==> config.mk <==
export PLATFORM = sky130hd
export DESIGN_NAME = alu_pipe
export DESIGN_NICKNAME = d
export VERILOG_FILES = /design/src/rtl/alu_pipe_pkg.sv /design/src/rtl/alu_pipe_core.sv /design/src/rtl/alu_pipe.sv
export SDC_FILE = /design/constraint.sdc
export NUM_CORES = 1
export LEC_CHECK = 0
export ABC_AREA = 1
export CAP_MARGIN = 30
export CELL_PAD_IN_SITES_DETAIL_PLACEMENT = 2
export CELL_PAD_IN_SITES_GLOBAL_PLACEMENT = 2
export CORE_MARGIN = 5
export CORE_UTILIZATION = 34
export DETAILED_ROUTE_END_ITERATION = 12
export GPL_ROUTABILITY_DRIVEN = 1
export GPL_TIMING_DRIVEN = 0
export PLACE_DENSITY = 0.86
export SYNTH_ARGS = -nofsm -noshare
export SYNTH_HDL_FRONTEND = slang
export SYNTH_SLANG_ARGS = --single-unit
==> constraint.sdc <==
create_clock -name clk -period 7.61 [get_ports clk]
set_clock_uncertainty 0.05 [all_clocks]
set_input_delay 0.761 -clock clk [delete_from_list [all_inputs] [get_ports clk]]
set_output_delay 0.761 -clock clk [all_outputs]
set_load 0.005 [all_outputs]
==> src/rtl/alu_pipe_pkg.sv <==
// alu_pipe shared types.
// Opcodes and flag bundle.
package alu_pipe_pkg;

  localparam int FLAG_W = 3;

  typedef enum logic [3:0] {
    OP_ADD  = 4'd0,
    OP_SUB  = 4'd1,
    OP_AND  = 4'd2,
    OP_OR   = 4'd3,
    OP_XOR  = 4'd4,
    OP_XNOR = 4'd5,
    OP_NAND = 4'd6,
    OP_NOR  = 4'd7,
    OP_SHL  = 4'd8,
    OP_SHR  = 4'd9,
    OP_SRA  = 4'd10,
    OP_MIN  = 4'd11,
    OP_MAX  = 4'd12,
    OP_ACC  = 4'd13,
    OP_CLR  = 4'd14,
    OP_PASS = 4'd15
  } op_t;

  typedef struct packed {
    logic ovf;
    logic carry;
    logic zero;
  } flags_t;

endpackage

==> src/rtl/alu_pipe_core.sv <==
// alu_pipe combinational datapath.
// (op, a, b, acc) -> (result, flags).
module alu_pipe_core
  import alu_pipe_pkg::*;
#(
  parameter int WIDTH  = 8,
  parameter bit SAT_EN = 1'b0
) (
  input  op_t              op,
  input  logic [WIDTH-1:0] a,
  input  logic [WIDTH-1:0] b,
  input  logic [WIDTH-1:0] acc,
  output logic [WIDTH-1:0] result,
  output flags_t           flags
);

  localparam int SW = $clog2(WIDTH);
  localparam int M  = WIDTH - 1;
  localparam logic [WIDTH-1:0] SMAX =
    {1'b0, {(WIDTH-1){1'b1}}};
  localparam logic [WIDTH-1:0] SMIN =
    {1'b1, {(WIDTH-1){1'b0}}};

  logic [SW-1:0]    sh;
  logic [WIDTH-1:0] x;
  logic [WIDTH-1:0] y;
  logic [WIDTH:0]   sum;
  logic [WIDTH-1:0] raw;
  logic             arith;
  logic             sub;
  logic             ovf;
  logic             carry;

  assign sh = b[SW-1:0];

  // adder shared by ADD, SUB and ACC
  always_comb begin
    sub   = (op == OP_SUB);
    arith = (op == OP_ADD) || sub ||
            (op == OP_ACC);
    x     = (op == OP_ACC) ? acc : a;
    y     = (op == OP_ACC) ? a : b;
    sum   = sub ? {1'b0, x} - {1'b0, y}
                : {1'b0, x} + {1'b0, y};
    ovf   = arith &&
            (sub ? (x[M] != y[M])
                 : (x[M] == y[M])) &&
            (sum[M] != x[M]);
    carry = arith && sum[WIDTH];
  end

  // opcode select, clamp, flags
  always_comb begin
    raw = '0;
    unique case (op)
      OP_ADD,
      OP_SUB,
      OP_ACC:  raw = sum[WIDTH-1:0];
      OP_AND:  raw = a & b;
      OP_OR:   raw = a | b;
      OP_XOR:  raw = a ^ b;
      OP_XNOR: raw = ~(a ^ b);
      OP_NAND: raw = ~(a & b);
      OP_NOR:  raw = ~(a | b);
      OP_SHL:  raw = a << sh;
      OP_SHR:  raw = a >> sh;
      OP_SRA:  raw = $signed(a) >>> sh;
      OP_MIN:  raw = ($signed(a) < $signed(b))
                     ? a : b;
      OP_MAX:  raw = ($signed(a) > $signed(b))
                     ? a : b;
      OP_CLR:  raw = '0;
      OP_PASS: raw = a;
      default: raw = '0;
    endcase
    result = raw;
    if (SAT_EN && ovf)
      result = x[M] ? SMIN : SMAX;
    flags.ovf   = ovf;
    flags.carry = carry;
    flags.zero  = (result == '0);
  end

endmodule

==> src/rtl/alu_pipe.sv <==
// alu_pipe top: S1/S2 registers,
// accumulator and handshakes.
module alu_pipe
  import alu_pipe_pkg::*;
#(
  parameter int WIDTH  = 8,
  parameter bit SAT_EN = 1'b0
) (
  input  logic              clk,
  input  logic              rst,
  input  logic              in_valid,
  output logic              in_ready,
  input  op_t               op,
  input  logic [WIDTH-1:0]  a,
  input  logic [WIDTH-1:0]  b,
  output logic              out_valid,
  input  logic              out_ready,
  output logic [WIDTH-1:0]  result,
  output logic [FLAG_W-1:0] flags
);

  logic             s1_valid_q, s1_valid_d;
  op_t              s1_op_q,    s1_op_d;
  logic [WIDTH-1:0] s1_a_q,     s1_a_d;
  logic [WIDTH-1:0] s1_b_q,     s1_b_d;
  logic             s2_valid_q, s2_valid_d;
  logic [WIDTH-1:0] s2_res_q,   s2_res_d;
  flags_t           s2_flags_q, s2_flags_d;
  logic [WIDTH-1:0] acc_q,      acc_d;

  logic             s1_load;
  logic             s2_load;
  logic [WIDTH-1:0] core_res;
  flags_t           core_flags;

  alu_pipe_core #(
    .WIDTH  (WIDTH),
    .SAT_EN (SAT_EN)
  ) u_core (
    .op     (s1_op_q),
    .a      (s1_a_q),
    .b      (s1_b_q),
    .acc    (acc_q),
    .result (core_res),
    .flags  (core_flags)
  );

  // handshakes and next-state
  always_comb begin
    s2_load  = s1_valid_q &&
               (!s2_valid_q || out_ready);
    in_ready = !rst &&
               (!s1_valid_q || s2_load);
    s1_load  = in_valid && in_ready;

    s1_valid_d = s1_valid_q;
    s1_op_d    = s1_op_q;
    s1_a_d     = s1_a_q;
    s1_b_d     = s1_b_q;
    if (s1_load) begin
      s1_valid_d = 1'b1;
      s1_op_d    = op;
      s1_a_d     = a;
      s1_b_d     = b;
    end else if (s2_load) begin
      s1_valid_d = 1'b0;
    end

    s2_valid_d = s2_valid_q;
    s2_res_d   = s2_res_q;
    s2_flags_d = s2_flags_q;
    if (s2_load) begin
      s2_valid_d = 1'b1;
      s2_res_d   = core_res;
      s2_flags_d = core_flags;
    end else if (out_ready) begin
      s2_valid_d = 1'b0;
    end

    acc_d = acc_q;
    if (s2_load &&
        (s1_op_q == OP_ACC ||
         s1_op_q == OP_CLR))
      acc_d = core_res;
  end

  // pipeline and accumulator state
  always_ff @(posedge clk) begin
    if (rst) begin
      s1_valid_q <= 1'b0;
      s1_op_q    <= OP_ADD;
      s1_a_q     <= '0;
      s1_b_q     <= '0;
      s2_valid_q <= 1'b0;
      s2_res_q   <= '0;
      s2_flags_q <= '0;
      acc_q      <= '0;
    end else begin
      s1_valid_q <= s1_valid_d;
      s1_op_q    <= s1_op_d;
      s1_a_q     <= s1_a_d;
      s1_b_q     <= s1_b_d;
      s2_valid_q <= s2_valid_d;
      s2_res_q   <= s2_res_d;
      s2_flags_q <= s2_flags_d;
      acc_q      <= acc_d;
    end
  end

  assign out_valid = s2_valid_q;
  assign result    = s2_res_q;
  assign flags     = s2_flags_q;

endmodule

# Word-level counts from Yosys, hierarchy flattened
# Cells that the tools add are included.
# classes
add_sub_neg	2
n_lt_le_gt_ge	2
n_eq_ne	18
shift	3
n_mux	11
n_bitwise	6
n_reduce_logical	20
# ops
operator	count
$pmux 8 s14	1
$eq 4x4->1 const B	8
$mux 8	4
$not 8->8	3
$eq 4x3->1 const B	4
$add 8x8->9	1
$mux 9	1
$sub 8x8->9	1
$and 8x8->8	1
$eq 4x2->1 const B	2
$gt 8x8->1	1
$logic_not 8->1	1
$lt 8x8->1	1
$or 8x8->8	1
$shl 8x3->8	1
$shr 8x3->8	1
$sshr 8x3->8	1
$xor 8x8->8	1
$logic_and 1x1->1	7
$logic_or 1x1->1	5
$mux 1	5
$eq 4x1->1 const B	1
$logic_not 4->1	1
$reduce_bool 2->1	2
other kinds (4)	7
# word_totals
regBits	41
inputBits	24
out_inout_bits	13
word_cells	72

# Longest topological paths before layout
# depth
depth_word	7
mapped_depth	26
mapped_depth_nobuf	25

# Modules after synthesis
# Synthesis repeated with hierarchy kept, for this count alone.
# unflattened
cells_unflattened	693
hier_area_um2	4239.1
# modules_own_cells
module	instances	cells_each	area_each_um2	seq_area_each_um2
alu_pipe_core	1	492	2602.5	0.0
alu_pipe	1	201	1636.6	820.8

# Worst setup path after synthesis
# OpenSTA, ideal clock, no wires.
# synth_timing
path_type	reg2reg
startpoint	reg s1_op_q[1]
endpoint	reg s2_flags_q, in the netlist flags[1]
setup_time_ns	0.134
t_arrival_ns	2.880
t_required_ns	7.426
slack_ns	4.546
path_stages_with_launch	21
path_buffers	1
period_less_slack_ns	3.064
cell_sequence	dfxtp_1 inv_2 nand2_2 inv_2 nand2_2 buf_2 nand2_1 o21ai_1 ha_1 nand2_1 o21ai_0 fa_1 o21ai_0 a21oi_1 o21bai_1 nand2_1 nand2_1 a21oi_1 or2_1 nand3_1 a21oi_1
# synth_via
elab_chain_len	5
elab_cells_between_ends	11
cone_classes	add/sub (2); eq/ne (2); mux (3); reduce/logical (4)
# synth_rtl
item	line_no	rtl
start: declaration	alu_pipe.sv:23	op_t s1_op_q, s1_op_d;
start signal: assignment	alu_pipe.sv:100	s1_op_q <= s1_op_d;
$eq 4x4->1	alu_pipe_core.sv:40, alu_pipe_core.sv:41, alu_pipe_core.sv:42	
$mux 8, on equally long branches	alu_pipe_core.sv:41, alu_pipe_core.sv:42	
$add 8x8->9 / $sub 8x8->9 (equally long branches)	alu_pipe_core.sv:44, alu_pipe_core.sv:43	
$mux 9	alu_pipe_core.sv:43	sum = sub ? {1'b0, x} - {1'b0, y}
$logic_and 1x1->1 (*)	alu_pipe_core.sv:49	carry = arith && sum[WIDTH];
end signal: assignment	alu_pipe.sv:105	s2_flags_q <= s2_flags_d;
end: declaration	alu_pipe.sv:28	flags_t s2_flags_q, s2_flags_d;
# Mark *: on every way between the ends. The rest lies on a longest branch, timed or not.
# A chain may end at the register's enable or synchronous reset.

# Worst setup path in the final report
# layout_timing
startpoint	reg s1_op_q[1]
endpoint	reg s2_flags_q, in the netlist flags[0]
# layout_via
elab_chain_len	6
elab_cells_between_ends	24
cone_classes	add/sub (2); eq/ne (15); mux (4); reduce/logical (3)
# layout_rtl
item	line_no	rtl
$eq 4x4->1	alu_pipe_core.sv:41, alu_pipe_core.sv:42, alu_pipe_core.sv:55	
$mux 8, on equally long branches	alu_pipe_core.sv:41, alu_pipe_core.sv:42	
$add 8x8->9 / $sub 8x8->9 (equally long branches)	alu_pipe_core.sv:44, alu_pipe_core.sv:43	
$mux 9	alu_pipe_core.sv:43	
$pmux 8 s14 (*)	alu_pipe_core.sv:55	unique case (op)
$logic_not 8->1 (*)	alu_pipe_core.sv:81	flags.zero = (result == '0);
# Marks and branches as above.

==> impl_metrics.ini <==
[setup_path]
cp.required_ns = 7.78
r2r-end = flags[0]$_SDFFE_PP0P_
r2r_start = s1_op_q[1]$_SDFFE_PP0P_
path_class = reg2reg
ff2ff_path_depth = 21
critPathMaxFanout = 10
rrSetupSlack_ns = 3.61
worstSetupStartpointType = register
critical_path_arrival_ns = 4.18
worstSetupEndpointType = register

[synth]
ys_warn_count = 0
post-synth-top-count-cell = nand2_1
async_reset_ff_frac = 0
synth.largest_area_cell = dfxtp_1
synth_edf_count = 0
synthTopCellsByCount = nand2_1 (188), inv_1 (72), nor2_1 (55)
synth-main-ff-cell = dfxtp_1
synth.distinct_cells = 42
ys_seq_elements = 41
seq_area_frac_synth = 0.205
synth_cells = 657
syn_nets = 716
synth_top_area_frac = 0.205
synthTopCellsByArea = dfxtp_1 (21%), nand2_1 (18%), ha_1 (11%), inv_1 (6.8%), o21ai_0 (6.3%)
syn_area_sq_um = 4000
syn_area_per_cell_sq_um = 6.08

[clocking]
max-clock-path-buffers = 2
clock_latency_ns = 0.30
clock_sinks = 41
cts_setup_buffers = 0
hold_buffers = 0
numCtsBuffers = 5
post_cts_resized = 0
cts_tree = done
cts_root_buf = clkbuf_16
clk_pin_slew_worst_paths_ns = 0.06
htreeDepth = 2

[layout]
fill_cells = 1438
nNetsFinal = 758
fin_cells = 843
diodes = 0
syn_to_final_growth_pct = 17.3
drive_above_1_share = 0.0543
final_core_util = 0.409

[global_routing]
grt_pass1_wl_mm = 28.9
antenna_found_initial = 0
grt_pass1_vias = 5120
met3_usage = 0.0253
overflow = 0
use_met2 = 0.440
grt_max_degree = 14
grt_usage = 0.260
grt-busiest-layer = met2
use_met1 = 0.360

[place]
dp_cells = 835
place_congestion = 0.919
hpwl_mm = 14.8
io_buffers = 35

[floorplan]
ioPinCount = 37
core_area_sq_um = 11500
die_w_um = 118
die-height_um = 118
num_rows = 39
dieArea_sq_um = 14000
initial_core_util = 0.349

[drt]
wl_mm = 18.6
ant_nets = 0
vias = 4799
routed_via_density = 5.69
routedWlPerCell_um = 22.1
drt_iter0_markers = 318
drc = 0
first_pass_iters = 4

[timing]
finalSetupTns_ns = 0
tightest_slew_ns = 0.719
rsz0062_at_grt = no
max_clock_freq_mhz = 250
drv_slew = 0
hold_viol = 0
setup_violations = 0
period_share = 0.526
relSlewSlack = 0.521
period_minus_slack_ns = 4.00

[power_and_ir_drop]
p_leak_uw = 0.00222
p_per_area_nw_per_um2 = 186
max-vdd-ir-drop_uv = 132
p_total_uw = 873

[hold_path]
whs_path_depth = 2
hold_class = reg2reg
min-delay-start = flags[0]$_SDFFE_PP0P_
whs_endpoint = flags[0]$_SDFFE_PP0P_

[run]
max_cap_violations = 0

[run_status]
status = finished clean
==> metrics by stage <==
step                      area (sq um)  setup WS, ns  hold WS, ns
final                             4690          3.61        0.426
after global routing              4690          3.32        0.445
after CTS                         4690          3.64        0.434
after detailed placement          4530          3.68        0.424
after floorplan                   4000          4.55        0.401
after global placement            4530          3.93        0.402
==> worst max path at each step <==
stage | slack (ns) | end | startpoint | cells after the start
2_1_floorplan | 4.55 | flags[1]$_SDFFE_PP0P_ | s1_op_q[1]$_SDFFE_PP0P_ | 20
3_3_place_gp | 3.93 | flags[0]$_SDFFE_PP0P_ | s1_op_q[1]$_SDFFE_PP0P_ | 21
3_5_place_dp | 3.68 | flags[0]$_SDFFE_PP0P_ | s1_op_q[1]$_SDFFE_PP0P_ | 21
4_1_cts | 3.64 | flags[0]$_SDFFE_PP0P_ | s1_op_q[1]$_SDFFE_PP0P_ | 21
5_1_grt | 3.32 | flags[0]$_SDFFE_PP0P_ | s1_op_q[1]$_SDFFE_PP0P_ | 21
6_report | 3.61 | flags[0]$_SDFFE_PP0P_ | s1_op_q[1]$_SDFFE_PP0P_ | 21
==> critical path, cell delays in order, from the launching register on <==
cell	delay, ns
dfxtp_1	0.41
inv_2	0.09
nand2_2	0.13
inv_2	0.09
nand2_2	0.16
buf_2	0.26
nand2_1	0.09
o21ai_1	0.16
ha_1	0.28
nand2_1	0.07
o21ai_0	0.18
fa_1	0.48
o21ai_0	0.33
a21oi_1	0.13
o21bai_1	0.24
xnor2_1	0.16
nand2_1	0.10
nand2_1	0.15
nand2_1	0.07
nor2_1	0.11
nand2_1	0.09
a21oi_2	0.11
==> sequential cells by signal, summed over array words and instances (netlist names) <==
register / cells
flags: 3
out_valid: 1
s1_a_q: 8
s1_valid_q: 1
acc_q: 8
result: 8
s1_b_q: 8
s1_op_q: 4
==> cell usage in the layout, fill, tap and decap left out, types with 2 or more instances in the layout <==
cell type	count
a21oi_1	25
and2_1	2
buf_2	8
buf_6	2
clkbuf_1	11
clkbuf_16	5
clkbuf_8	2
clkdlybuf4s50_1	35
clkinv_1	6
dfxtp_1	41
ha_1	34
inv_1	72
inv_2	7
nand2_1	188
nand2_2	4
nand3_1	45
nand3_2	2
nand3b_1	2
nand4_1	13
nor2_1	55
nor3_1	6
o2111ai_1	2
o211ai_1	17
o21a_1	5
o21ai_0	50
o21ai_1	10
o22ai_1	4
o31ai_1	20
or2_2	2
xnor2_1	4
xor2_1	6
==> metal layers <==
layer  up-vias  wire length (um)  part of all wire
li1       2258                 -                 -
met1      2389              8740              0.47
met2       131              8730              0.47
met3        21               871             0.047
met4         0               270             0.015
met5         -                 0                 0
==> layout make-up <==
class                           count  area, sq um  area share
Inverter                           85          319      0.0681
Tap cell                          143          179      0.0382
Sequential cell                    41          821       0.175
Timing Repair Buffer               35          350      0.0747
Clock buffer                        7          153      0.0326
Multi-Input combinational cell    509         2750       0.586
Clock inverter                      1         8.76     0.00187
Buffer                             22          111      0.0238
==> logic make-up after synthesis <==
group	Yosys count	synth area share
XOR/XNOR	10	0.0219
AO/OA/AOI/OAI	140	0.210
buffers and inverters	107	0.108
flip-flops	41	0.205
adder cells (fa/ha/maj)	35	0.111
AND/OR/NAND/NOR	324	0.344
==> report_power, final <==
part	internal, uW	leakage (uW)	switching [uW]
clock	141	0.0000805	94.6
sequential	228	0.000337	18.2
combinational	132	0.00180	259
total	501	0.00222	372
Note: power is estimated with default switching activity, not from simulation.
